## config.mk

```make
export PLATFORM = sky130hd
export DESIGN_NAME = plru_way_select_flat
export DESIGN_NICKNAME = d
export VERILOG_FILES = /design/src/rtl/plru_way_select_if.sv /design/src/rtl/plru_way_select.sv /design/src/flat_wrapper.sv
export SDC_FILE = /design/constraint.sdc
export NUM_CORES = 1
export LEC_CHECK = 0
export CAP_MARGIN = 20
export CORE_UTILIZATION = 50
export CTS_BUF_LIST = sky130_fd_sc_hd__clkbuf_2 sky130_fd_sc_hd__clkbuf_4 sky130_fd_sc_hd__clkbuf_8
export DETAILED_ROUTE_END_ITERATION = 8
export PLACE_DENSITY = 0.8
export SETUP_SLACK_MARGIN = 0.2
export SLEW_MARGIN = 20
export SYNTH_ARGS = -nofsm -noshare
export SYNTH_HDL_FRONTEND = slang
export SYNTH_SLANG_ARGS = --single-unit
export TNS_END_PERCENT = 1
```

## constraint.sdc

```tcl
create_clock -name clk -period 5.4 [get_ports clk]
set_input_delay 0.81 -clock clk [delete_from_list [all_inputs] [get_ports clk]]
set_output_delay 0.81 -clock clk [all_outputs]
set_load 0.01 [all_outputs]
```

## src/rtl/plru_way_select_if.sv

```systemverilog
// plru_way_select_if
//   Request/response bundle between the way encoder, the PLRU replacement
//   unit and the fill path.
//   flush               : synchronous clear of all PLRU state and counters
//   req_valid/set/hit/way : lookup result presented this cycle
//   resp_valid/set/way/hit: registered response (hit way echo or victim)
//   hit_cnt/miss_cnt    : saturating statistics counters
//   Modports: master drives requests, slave is the replacement unit.
interface plru_way_select_if #(
  parameter int SET_BITS = 4,
  parameter int CNT_W    = 16
);
  logic                flush;
  logic                req_valid;
  logic [SET_BITS-1:0] req_set;
  logic                req_hit;
  logic [2:0]          req_way;
  logic                resp_valid;
  logic [SET_BITS-1:0] resp_set;
  logic [2:0]          resp_way;
  logic                resp_hit;
  logic [CNT_W-1:0]    hit_cnt;
  logic [CNT_W-1:0]    miss_cnt;

  modport master (
    output flush, req_valid, req_set, req_hit, req_way,
    input  resp_valid, resp_set, resp_way, resp_hit, hit_cnt, miss_cnt
  );

  modport slave (
    input  flush, req_valid, req_set, req_hit, req_way,
    output resp_valid, resp_set, resp_way, resp_hit, hit_cnt, miss_cnt
  );
endinterface

```

## src/rtl/plru_way_select.sv

```systemverilog
// plru_way_select
//   Per-set 8-way tree pseudo-LRU replacement unit. A hit marks the encoded
//   hit way most-recently-used; a miss picks a victim from the tree, marks it
//   most-recently-used and returns it. One response per accepted request,
//   registered one cycle later. Hit/miss counters saturate at all-ones.
//   Ports:
//     clk  : clock, all state changes on the rising edge
//     rst  : asynchronous active-high reset
//     bus  : plru_way_select_if slave modport (flush, req_*, resp_*, counters)
module plru_way_select #(
  parameter int SET_BITS = 4,
  parameter int CNT_W    = 16
) (
  input logic              clk,
  input logic              rst,
  plru_way_select_if.slave bus
);
  localparam int NUM_SETS = 2 ** SET_BITS;
  localparam logic [CNT_W-1:0] CNT_MAX = {CNT_W{1'b1}};
  localparam logic [CNT_W-1:0] CNT_ONE = {{(CNT_W-1){1'b0}}, 1'b1};

  // Walk the tree from the root: b0 picks the half, b1/b2 the pair, b3..b6 the way.
  function automatic logic [2:0] plru_victim(input logic [6:0] t);
    logic       v2;
    logic       v1;
    logic [2:0] leaf;
    v2   = t[0];
    v1   = v2 ? t[2] : t[1];
    leaf = 3'd3 + {1'b0, v2, v1};
    return {v2, v1, t[leaf]};
  endfunction

  // Point every node on the path to way w away from w; other nodes keep their value.
  function automatic logic [6:0] plru_touch(input logic [6:0] t, input logic [2:0] w);
    logic [6:0] n;
    logic [2:0] leaf;
    n    = t;
    n[0] = ~w[2];
    if (w[2]) begin
      n[2] = ~w[1];
    end else begin
      n[1] = ~w[1];
    end
    leaf    = 3'd3 + {1'b0, w[2:1]};
    n[leaf] = ~w[0];
    return n;
  endfunction

  logic [6:0]          tree_q [NUM_SETS];
  logic                resp_valid_q, resp_valid_d;
  logic [SET_BITS-1:0] resp_set_q,   resp_set_d;
  logic [2:0]          resp_way_q,   resp_way_d;
  logic                resp_hit_q,   resp_hit_d;
  logic [CNT_W-1:0]    hit_cnt_q,    hit_cnt_d;
  logic [CNT_W-1:0]    miss_cnt_q,   miss_cnt_d;
  logic [6:0]          tree_d;
  logic [2:0]          access_way_s;
  logic                accept_s;

  // Next-state for the accessed set's tree, the response and the counters.
  always_comb begin
    accept_s     = bus.req_valid & ~bus.flush;
    access_way_s = bus.req_hit ? bus.req_way : plru_victim(tree_q[bus.req_set]);
    tree_d       = plru_touch(tree_q[bus.req_set], access_way_s);
    resp_valid_d = accept_s;
    resp_set_d   = resp_set_q;
    resp_way_d   = resp_way_q;
    resp_hit_d   = resp_hit_q;
    hit_cnt_d    = hit_cnt_q;
    miss_cnt_d   = miss_cnt_q;
    if (bus.flush) begin
      hit_cnt_d  = '0;
      miss_cnt_d = '0;
    end else if (accept_s) begin
      resp_set_d = bus.req_set;
      resp_way_d = access_way_s;
      resp_hit_d = bus.req_hit;
      if (bus.req_hit) begin
        hit_cnt_d = (hit_cnt_q == CNT_MAX) ? hit_cnt_q : hit_cnt_q + CNT_ONE;
      end else begin
        miss_cnt_d = (miss_cnt_q == CNT_MAX) ? miss_cnt_q : miss_cnt_q + CNT_ONE;
      end
    end else begin
      resp_set_d = resp_set_q;
    end
  end

  // PLRU trees: cleared by reset or flush, one set updated per accepted request.
  always_ff @(posedge clk or posedge rst) begin
    if (rst) begin
      for (int s = 0; s < NUM_SETS; s++) begin
        tree_q[s] <= 7'b0;
      end
    end else if (bus.flush) begin
      for (int s = 0; s < NUM_SETS; s++) begin
        tree_q[s] <= 7'b0;
      end
    end else if (accept_s) begin
      tree_q[bus.req_set] <= tree_d;
    end
  end

  // Response and statistics registers.
  always_ff @(posedge clk or posedge rst) begin
    if (rst) begin
      resp_valid_q <= 1'b0;
      resp_set_q   <= '0;
      resp_way_q   <= 3'd0;
      resp_hit_q   <= 1'b0;
      hit_cnt_q    <= '0;
      miss_cnt_q   <= '0;
    end else begin
      resp_valid_q <= resp_valid_d;
      resp_set_q   <= resp_set_d;
      resp_way_q   <= resp_way_d;
      resp_hit_q   <= resp_hit_d;
      hit_cnt_q    <= hit_cnt_d;
      miss_cnt_q   <= miss_cnt_d;
    end
  end

  assign bus.resp_valid = resp_valid_q;
  assign bus.resp_set   = resp_set_q;
  assign bus.resp_way   = resp_way_q;
  assign bus.resp_hit   = resp_hit_q;
  assign bus.hit_cnt    = hit_cnt_q;
  assign bus.miss_cnt   = miss_cnt_q;
endmodule

```

## src/flat_wrapper.sv

```systemverilog
// flat-port wrapper written by rule: the top's interface ports become plain ports
module plru_way_select_flat 
#(
  parameter int SET_BITS = 4,
  parameter int CNT_W    = 16
)
  (clk, rst, bus_flush, bus_req_valid, bus_req_set, bus_req_hit, bus_req_way, bus_resp_valid, bus_resp_set, bus_resp_way, bus_resp_hit, bus_hit_cnt, bus_miss_cnt);
  plru_way_select_if #(.SET_BITS(SET_BITS), .CNT_W(CNT_W)) bus_i ();
  input logic clk;
  input logic rst;
  input wire logic [$bits(bus_i.flush)-1:0] bus_flush;
  input wire logic [$bits(bus_i.req_valid)-1:0] bus_req_valid;
  input wire logic [$bits(bus_i.req_set)-1:0] bus_req_set;
  input wire logic [$bits(bus_i.req_hit)-1:0] bus_req_hit;
  input wire logic [$bits(bus_i.req_way)-1:0] bus_req_way;
  output wire logic [$bits(bus_i.resp_valid)-1:0] bus_resp_valid;
  output wire logic [$bits(bus_i.resp_set)-1:0] bus_resp_set;
  output wire logic [$bits(bus_i.resp_way)-1:0] bus_resp_way;
  output wire logic [$bits(bus_i.resp_hit)-1:0] bus_resp_hit;
  output wire logic [$bits(bus_i.hit_cnt)-1:0] bus_hit_cnt;
  output wire logic [$bits(bus_i.miss_cnt)-1:0] bus_miss_cnt;
  assign bus_i.flush = bus_flush;
  assign bus_i.req_valid = bus_req_valid;
  assign bus_i.req_set = bus_req_set;
  assign bus_i.req_hit = bus_req_hit;
  assign bus_i.req_way = bus_req_way;
  assign bus_resp_valid = bus_i.resp_valid;
  assign bus_resp_set = bus_i.resp_set;
  assign bus_resp_way = bus_i.resp_way;
  assign bus_resp_hit = bus_i.resp_hit;
  assign bus_hit_cnt = bus_i.hit_cnt;
  assign bus_miss_cnt = bus_i.miss_cnt;
  plru_way_select #(.SET_BITS(SET_BITS), .CNT_W(CNT_W)) u_core (.clk(clk), .rst(rst), .bus(bus_i));
endmodule
```

### Word-level counts from Yosys, hierarchy flattened

Cells that the tools add are included.

* register bits after elaboration: 153
* output and inout port bits: 41

* reduce and logical (&&, ||, !) cells: 7
* add/subtract/negate cells: 4
* eq/ne operators: 5
* multiplexer cells: 25
* bitwise gates (word level): 6
* $lt $le $gt $ge: 5

Operators with widths (count)
* 112-bit 2-to-1 mux: 2
* 16-bit 2-to-1 mux: 8
* 112-bit bitwise mux: 1
* 16-bit by 1-bit adder with 16-bit output (second input constant): 2
* 16-bit == test (second input constant): 2
* 7-bit binary-select mux with 4-bit select: 1
* 7-bit demux with 4-bit select: 1
* 7-bit 2-to-1 mux: 3
* 3-bit by 4-bit less-than comparator with 1-bit output (second input constant): 2
* 7-bit bitwise mux: 1
* 2-bit by 2-bit adder with 3-bit output (first input constant): 2
* 2-bit != test (second input constant): 3
* 3-bit AND reduction: 2
* 5-bit greater-or-equal comparator (second input constant): 1
* 5-bit by 1-bit less-than comparator with 1-bit output (second input constant): 1
* 1-bit 2-to-1 mux: 5
* 4-bit NOT with 5-bit output: 1
* 1-bit NOT: 4
* 2-bit nonzero test: 2
* 1-bit binary-select mux with 3-bit select: 1
* 1-bit demux with 3-bit select: 1
* 3-bit by 1-bit greater-or-equal comparator with 1-bit output (second input constant): 1
* 3-bit 2-to-1 mux: 1
* 1-bit logical AND: 2
* other kinds (2): 2

### Longest topological paths before layout

Gate-level depths: netlist of run 1.

* depth in word-level cells: 18
* depth in mapped cells: 14
* depth with buffers taken out: 11

### Worst setup path before layout of run 1

No wires, ideal clock.

* kind: input port to flip-flop
* start point: in bus_req_set[1]
* end point: reg u_core.tree_q[92] in the netlist's numbering
* slack: 1250 ps
* required time: 5266 ps
* data arrival time: 4015 ps
* library setup time: 134 ps
* cell stages on the path: 14
* cell sequence: clkbuf_1 clkbuf_1 mux4_2 a22o_1 a221oi_1 nor2_1 o31ai_1 ha_1 inv_1 a21o_1 a221oi_1 a22oi_1 buf_2 a21oi_1

* cells in the longest elaborated chain, start to end: 15
* elaborated cells on any way between the ends: 27

Ends and longest elaborated chain
* from (decl): line flat_wrapper.sv:13 `input wire logic [$bits(bus_i.req_set)-1:0] bus_req_set;`
* 4-bit NOT with 5-bit output (not written as such) (*): line plru_way_select.sv:63, plru_way_select.sv:64, plru_way_select.sv:99
* 7-bit binary-select mux with 4-bit select: line plru_way_select.sv:63, plru_way_select.sv:64
* 7-bit 2-to-1 mux (not written as such) (2 in a row): line plru_way_select.sv:63, plru_way_select.sv:64
* 1-bit 2-to-1 mux: line plru_way_select.sv:28 `v1 = v2 ? t[2] : t[1];`
* 3-bit 2-to-1 mux: line plru_way_select.sv:63 `access_way_s = bus.req_hit ? bus.req_way : plru_victim(tree_q[bus.req_set]);`
* 2-bit by 2-bit adder with 3-bit output: line plru_way_select.sv:44 `leaf = 3'd3 + {1'b0, w[2:1]};`
* 3-bit by 4-bit less-than comparator with 1-bit output (not written as such) / 3-bit by 1-bit greater-or-equal comparator with 1-bit output (equally long branches): line plru_way_select.sv:45 `n[leaf] = ~w[0];`
* 1-bit logical AND (not written as such): line plru_way_select.sv:45
* 1-bit 2-to-1 mux (not written as such): line plru_way_select.sv:45
* 1-bit demux with 3-bit select
* 7-bit bitwise mux: line plru_way_select.sv:45
* 112-bit bitwise mux (*): line plru_way_select.sv:99 `tree_q[bus.req_set] <= tree_d;`
* 112-bit 2-to-1 mux (*): line plru_way_select.sv:98 `end else if (accept_s) begin`
* 112-bit 2-to-1 mux (*): line plru_way_select.sv:94 `end else if (bus.flush) begin`
* to (signal, indexed assignment): line plru_way_select.sv:99
* to (decl): line plru_way_select.sv:49 `logic [6:0] tree_q [NUM_SETS];`

Every way passes the cells marked *; elsewhere a longest branch is shown, timed or not. The select of a mux whose other input is x is not followed.
A chain may end at the register's enable or synchronous reset.

### Worst setup path in the final report of run 1

* start point: in bus_req_set[1]
* end point: reg u_core.tree_q[12] in the netlist's numbering

The elaborated chain is that of the path after synthesis.

==> results of run 1 <==
-- sequential cells by signal, summed over array words and instances, names as in the netlist --
signal and count:
u_core.bus.miss_cnt 16, u_core.bus.resp_hit 1, u_core.bus.resp_way 3, u_core.bus.resp_valid 1, u_core.bus.hit_cnt 16, u_core.bus.resp_set 4, u_core.tree_q 112
-- synthesized netlist by cell type, drive strengths merged --
library cell	number	area [um2]
a211oi	2	15.0
a21o	1	7.51
a21oi	71	355
a221o	1	10.0
a221oi	2	17.5
a222oi	1	10.0
a22o	3	26.3
a22oi	11	82.6
a31oi	1	6.26
a41oi	1	8.76
and2	3	18.8
and3	7	43.8
and4	7	61.3
buf	8	47.5
clkbuf	43	161
clkinv	1	3.75
dfrtp	153	3830
ha	4	50.1
inv	9	33.8
mux2	2	22.5
mux2i	50	500
mux4	28	631
nand2	55	206
nand2b	4	25.0
nand3	13	65.1
nand3b	2	15.0
nand4	6	37.5
nor2	74	278
nor2b	2	12.5
nor3	4	20.0
nor3b	1	7.51
o21ai	70	350
o31ai	2	15.0
o32ai	5	43.8
or3	6	37.5
or3b	1	8.76
xnor2	5	43.8
xor2	20	175
-- critical path: cells and delay by family --
family	cells	cell delay [ns]
and+or+nand+nor	1	0.15
buffers and inverters	2	1.30
AOI/OAI and AO/OA	3	1.55
muxes	3	1.13
-- worst max-delay path by stage --
| stage | slack, ns | startpoint | depth (start not counted) | endpoint |
|---|---|---|---|---|
| 5_1_grt | 0.55 | bus_req_set[1] | 9 | u_core.tree_q[12]$_DFFE_PP0P_ |
| 6_report | 0.80 | bus_req_set[1] | 9 | u_core.tree_q[12]$_DFFE_PP0P_ |
| 4_1_cts | 0.94 | bus_req_set[1] | 9 | u_core.tree_q[12]$_DFFE_PP0P_ |
| 3_5_place_dp | 0.47 | bus_req_set[1] | 9 | u_core.tree_q[12]$_DFFE_PP0P_ |
| 3_3_place_gp | 0.59 | bus_req_set[1] | 9 | u_core.tree_q[95]$_DFFE_PP0P_ |
| 2_1_floorplan | 0.47 | rst | 1 | u_core.bus.hit_cnt[0]$_DFFE_PP0P_ |
-- placed cells by master (no fill, tap or decap), types with 4 or more instances in the layout --
| cell type | count |
|---|---|
| a22oi_1 | 11 |
| clkbuf_8 | 19 |
| o21ai_0 | 70 |
| nand2_1 | 55 |
| ha_1 | 4 |
| mux4_2 | 28 |
| mux2i_1 | 48 |
| buf_4 | 13 |
| nand3_1 | 13 |
| nor2_1 | 74 |
| clkdlybuf4s50_1 | 50 |
| dfrtp_1 | 153 |
| and3_1 | 7 |
| and4_1 | 7 |
| clkinvlp_4 | 5 |
| nand2b_1 | 4 |
| inv_1 | 8 |
| or3_1 | 6 |
| o32ai_1 | 5 |
| nand4_1 | 6 |
| xnor2_1 | 5 |
| a21oi_1 | 71 |
| xor2_1 | 20 |
-- routing by layer --
metal | vias up | track usage, % | part of all wire (%)
met5 | - | 0 | 0
met4 | 0 | 10.4 | 2.4
met3 | 55 | 5.25 | 8.2
met2 | 301 | 40.3 | 48
met1 | 2805 | 34.6 | 41
li1 | 2494 | - | -
-- power by group --
part           internal [mW]  switching [mW]
Sequential              1.17          0.0154
Combinational         0.0714           0.134
Clock                  0.446           0.450
Total                   1.69           0.599
-- kinds of logic after synthesis --
kind of cell    after synthesis  synth area share [%]
xor+xnor                     25                  3.01
simple gates                185                  11.5
compound gates              171                  13.0
mux                          80                  15.8
fa+ha+maj                     4                 0.687
flops                       153                  52.6
buf+inv                      61                  3.38
-- area by class of cell --
class / count / area [um2] / share of cell area, %
well taps: 180 / 225 / 2.70
clock buffers: 20 / 269 / 3.23
inverters: 10 / 45.0 / 0.540
multi-input cells: 465 / 3220 / 38.6
clock inverters: 12 / 141 / 1.70
repair buffers: 65 / 608 / 7.29
flip-flops and latches: 153 / 3830 / 45.9
==> flow_metrics.env, run 1 <==
export IMPL_outcome="complete, no violations"
export IMPL_clockBufferDepth=2
export IMPL_ys_seq_area_share_pct=52.6
export IMPL_arrival_ns=4.95
export IMPL_postCtsSetupRepairBufs=0
export IMPL_r2r_start="u_core.tree_q[86]$_DFFE_PP0P_"
export IMPL_clock_skew_ns=0.0186
export IMPL_io_pin_count=53
export IMPL_hp_class="reg -> reg"
export IMPL_layout_setup_ws_ns=0.797
export IMPL_grtUsageTotal_pct=25.5
export IMPL_layout_nets=728
export IMPL_drt_iter0_drc=617
export IMPL_dieArea_mm2=0.0151
export IMPL_required_ns=5.75
export IMPL_critPathLaunchType="input pin"
export IMPL_place_detailed_hpwl_um=11400
export IMPL_areaGrowthSynthToFinish_pct=14.5
export IMPL_hold_end="u_core.bus.resp_set[1]$_DFFE_PP0P_"
export IMPL_relSlewSlack_pct=24.9
export IMPL_ys_ff_latch=153
export IMPL_ys_warn_count=0
export IMPL_via_per_inst=6.25
export IMPL_drv_slew=0
export IMPL_drive_above_1_share_pct=11.3
export IMPL_worstPathCellList="clkdlybuf4s50_1, buf_4, mux4_2, a22oi_1, nand2_1, mux2_2, a222oi_1, mux2i_2, a211oi_1"
export IMPL_end_kind="flip-flop"
export IMPL_worstSetupPathType="in -> reg"
export IMPL_rr_worst_depth=7
export IMPL_antenna_left=0
export IMPL_synth_cell_types=41
export IMPL_fin_cells=905
export IMPL_initial_core_util_pct=51.9
export IMPL_path_clk_slew_ns=0.08
export IMPL_critical_path_max_stage_delay_ns=0.92
export IMPL_die_height_um=123
export IMPL_fillers=1098
export IMPL_critPathSlowestCell="a222oi_1"
export IMPL_place_area_mm2=0.00793
export IMPL_maxCapViolCount=0
export IMPL_grt_pass1_wl_um=29000
export IMPL_syn_avg_cell_area_um2=10.7
export IMPL_layout_min_cycle_time_ns=4.60
export IMPL_port_buffers=52
export IMPL_numCtsBuffers=17
export IMPL_cts_htree_levels=4
export IMPL_insertion_delay_ns=0.46
export IMPL_drc=0
export IMPL_cts_root_buffer_cell="clkbuf_8"
export IMPL_netlist_area_mm2=0.00728
export IMPL_p_total_mw=2.28
export IMPL_cts_tree="done"
export IMPL_hold_buffers=0
export IMPL_pre_cts_slack_ns=0.470
export IMPL_min_path_cells=2
export IMPL_num_rows=43
export IMPL_max_freq_mhz=217
export IMPL_hold_start="u_core.bus.resp_set[1]$_DFFE_PP0P_"
export IMPL_wire_per_inst_um=19.7
export IMPL_drt_first_pass_iters=8
export IMPL_peakVddDrop_v=0.000228
export IMPL_gr_total_overflow=0
export IMPL_grt_pass1_vias=5644
export IMPL_worstMarginPinSlew_ns=1.12
export IMPL_final_util_pct=59.4
export IMPL_finalSetupViolCount=0
export IMPL_grt_max_degree=124
export IMPL_wl_um=17800
export IMPL_fp_coreArea_mm2=0.0140
export IMPL_p_leak_nw=3.60
export IMPL_finalCritPeriodShare_pct=85.2
export IMPL_cts_repair_resized=0
export IMPL_vias=5655
export IMPL_diodes=0
export IMPL_hold_viol=0
export IMPL_setup_total_negative_slack_ns=0
export IMPL_die_w_um=123
export IMPL_timing_hold_ws_ns=0.483
export IMPL_syn_inst=679
export IMPL_stdcell_area_mm2=0.00834
export IMPL_path_max_fanout=27
export IMPL_cts_sinks=153
export IMPL_grt_setup_unrepaired="false"
export IMPL_power_density_mw_per_mm2=274
export IMPL_r2r_slack_ns=1.72
export IMPL_gp_congestion=0.839
export IMPL_timing_rr_end="u_core.tree_q[12]$_DFFE_PP0P_"
export IMPL_dp_cells=873
export IMPL_syn_num_nets=695
export IMPL_antenna_found_initial=0
Note: power is estimated with default switching activity, not from simulation.
==> run 2, diff against run 1 <==
Settings changed: CORE_ASPECT_RATIO set to 1.75.
==> flow_metrics.env, run 2 (synthesis results as in run 1) <==
export IMPL_power_density_mw_per_mm2=279
export IMPL_setup_total_negative_slack_ns=0
export IMPL_die_height_um=162
export IMPL_layout_nets=728
export IMPL_via_per_inst=6.26
export IMPL_layout_min_cycle_time_ns=4.61
export IMPL_hold_viol=0
export IMPL_postCtsSetupRepairBufs=0
export IMPL_cts_repair_resized=0
export IMPL_dieArea_mm2=0.0151
export IMPL_p_leak_nw=3.62
export IMPL_final_cell_mix="dfrtp_1 (153), nor2_1 (72), a21oi_1 (70), o21ai_0 (70), nand2_1 (55)"
export IMPL_wl_um=18100
export IMPL_numCtsBuffers=17
export IMPL_finalSetupViolCount=0
export IMPL_worst_path_most_repeated_cell="nor2_1"
export IMPL_layout_setup_ws_ns=0.789
export IMPL_critical_path_max_stage_delay_ns=0.86
export IMPL_drc=0
export IMPL_max_freq_mhz=217
export IMPL_gp_congestion=0.929
export IMPL_timing_hold_ws_ns=0.487
export IMPL_diodes=0
export IMPL_grt_pass1_vias=5804
export IMPL_outcome="complete, no violations"
export IMPL_grt_setup_unrepaired="false"
export IMPL_grt_pass1_wl_um=29500
export IMPL_clockBufferDepth=2
export IMPL_relSlewSlack_pct=27.9
export IMPL_cts_root_buffer_cell="clkbuf_8"
export IMPL_peakVddDrop_v=0.000162
export IMPL_pre_cts_slack_ns=0.243
export IMPL_clock_skew_ns=0.0133
export IMPL_cts_tree="done"
export IMPL_gr_total_overflow=0
export IMPL_final_common_cell="dfrtp_1"
export IMPL_antenna_left=0
export IMPL_path_clk_slew_ns=0.08
export IMPL_place_area_mm2=0.00793
export IMPL_fp_coreArea_mm2=0.0143
export IMPL_worstMarginPinSlew_ns=1.08
export IMPL_wire_per_inst_um=20.0
export IMPL_largest_reg_flops=112
export IMPL_drv_slew=0
export IMPL_end_kind="flip-flop"
export IMPL_cp_top_family="compound AO/OA/AOI/OAI gates"
export IMPL_vias=5669
export IMPL_grtUsageTotal_pct=25.7
export IMPL_drt_first_pass_iters=5
export IMPL_insertion_delay_ns=0.45
export IMPL_antenna_found_initial=0
export IMPL_finalCritPeriodShare_pct=85.4
export IMPL_drive_above_1_share_pct=11.7
export IMPL_worst_path_buf_inv=4
export IMPL_cts_sinks=153
export IMPL_io_pin_count=53
export IMPL_critPathLaunchType="input pin"
export IMPL_stdcell_area_mm2=0.00838
export IMPL_drt_iter0_drc=486
export IMPL_worstSetupPathType="in -> reg"
export IMPL_areaGrowthSynthToFinish_pct=15.1
export IMPL_hp_class="reg -> reg"
export IMPL_die_w_um=93.2
export IMPL_cts_htree_levels=4
export IMPL_port_buffers=52
export IMPL_largest_register="u_core.tree_q"
export IMPL_path_max_fanout=25
export IMPL_worstPathCellList="clkdlybuf4s50_1, buf_12, mux4_2, a22o_1, nor2_1, nor2_1, o31ai_1, ha_1, inv_1, a21o_1, a221oi_1, a22oi_1, buf_2, a21oi_1"
export IMPL_arrival_ns=4.90
export IMPL_maxCapViolCount=0
export IMPL_required_ns=5.69
export IMPL_critPathSlowestCell="clkdlybuf4s50_1"
export IMPL_num_rows=58
export IMPL_final_util_pct=58.6
export IMPL_grt_max_degree=126
export IMPL_initial_core_util_pct=50.9
export IMPL_hold_buffers=0
export IMPL_place_detailed_hpwl_um=11900
-- run 2: cell types whose count changed in the layout (fill, tap and decap cells not counted), sizes merged --
| cell | before | now |
|---|---|---|
| bufinv | 2 | 3 |
| clkbuf | 20 | 19 |
| clkinvlp | 5 | 2 |
| inv | 12 | 15 |
-- run 2: worst min-delay path: stages, from the launching register on --
cell and delay [ns]:
dfrtp_1 0.34, nand2_1 0.06, nand2_1 0.06
-- run 2: where the power goes --
part | switching (mW) | internal (mW) | total (mW)
combinational | 0.133 | 0.0714 | 0.204
clock | 0.464 | 0.490 | 0.953
sequential | 0.0145 | 1.17 | 1.18
total | 0.611 | 1.73 | 2.34
-- run 2: worst paths after layout --
path	cells after the start	to	startpoint	slack, ns
max	14	u_core.tree_q[8]$_DFFE_PP0P_	bus_req_set[1]	0.79
min	2	u_core.bus.resp_set[0]$_DFFE_PP0P_	u_core.bus.resp_set[0]$_DFFE_PP0P_	0.49
max reg2reg	12	u_core.tree_q[8]$_DFFE_PP0P_	u_core.tree_q[28]$_DFFE_PP0P_	1.67
min reg2reg	2	u_core.bus.resp_set[0]$_DFFE_PP0P_	u_core.bus.resp_set[0]$_DFFE_PP0P_	0.49
max in group asynchronous	3	u_core.tree_q[44]$_DFFE_PP0P_	rst	3.50
min in group asynchronous	2	u_core.bus.hit_cnt[0]$_DFFE_PP0P_	rst	0.90
-- run 2: through the flow --
stage	power [mW]	cells
global route	2.43	905
CTS	2.35	904
floorplan	1.33	679
detailed placement	1.41	872
global placement	1.40	871
finish	2.34	905
-- run 2: area by class of cell --
type / count / area, um2
fill: 1117 / 5910
sequential: 153 / 3830
multi-input combinational: 465 / 3230
timing repair buffer: 65 / 618
clock buffer: 19 / 255
tap: 180 / 225
clock inverter: 13 / 183
inverter: 10 / 45.0
-- run 2: per-layer routing --
layer / vias up / wire length (um) / global-route usage [%]
li1: 2493 / - / -
met1: 2784 / 6690 / 29.6
met2: 320 / 9160 / 42.5
met3: 72 / 1160 / 5.57
met4: 0 / 1100 / 17.1
met5: - / 0 / 0
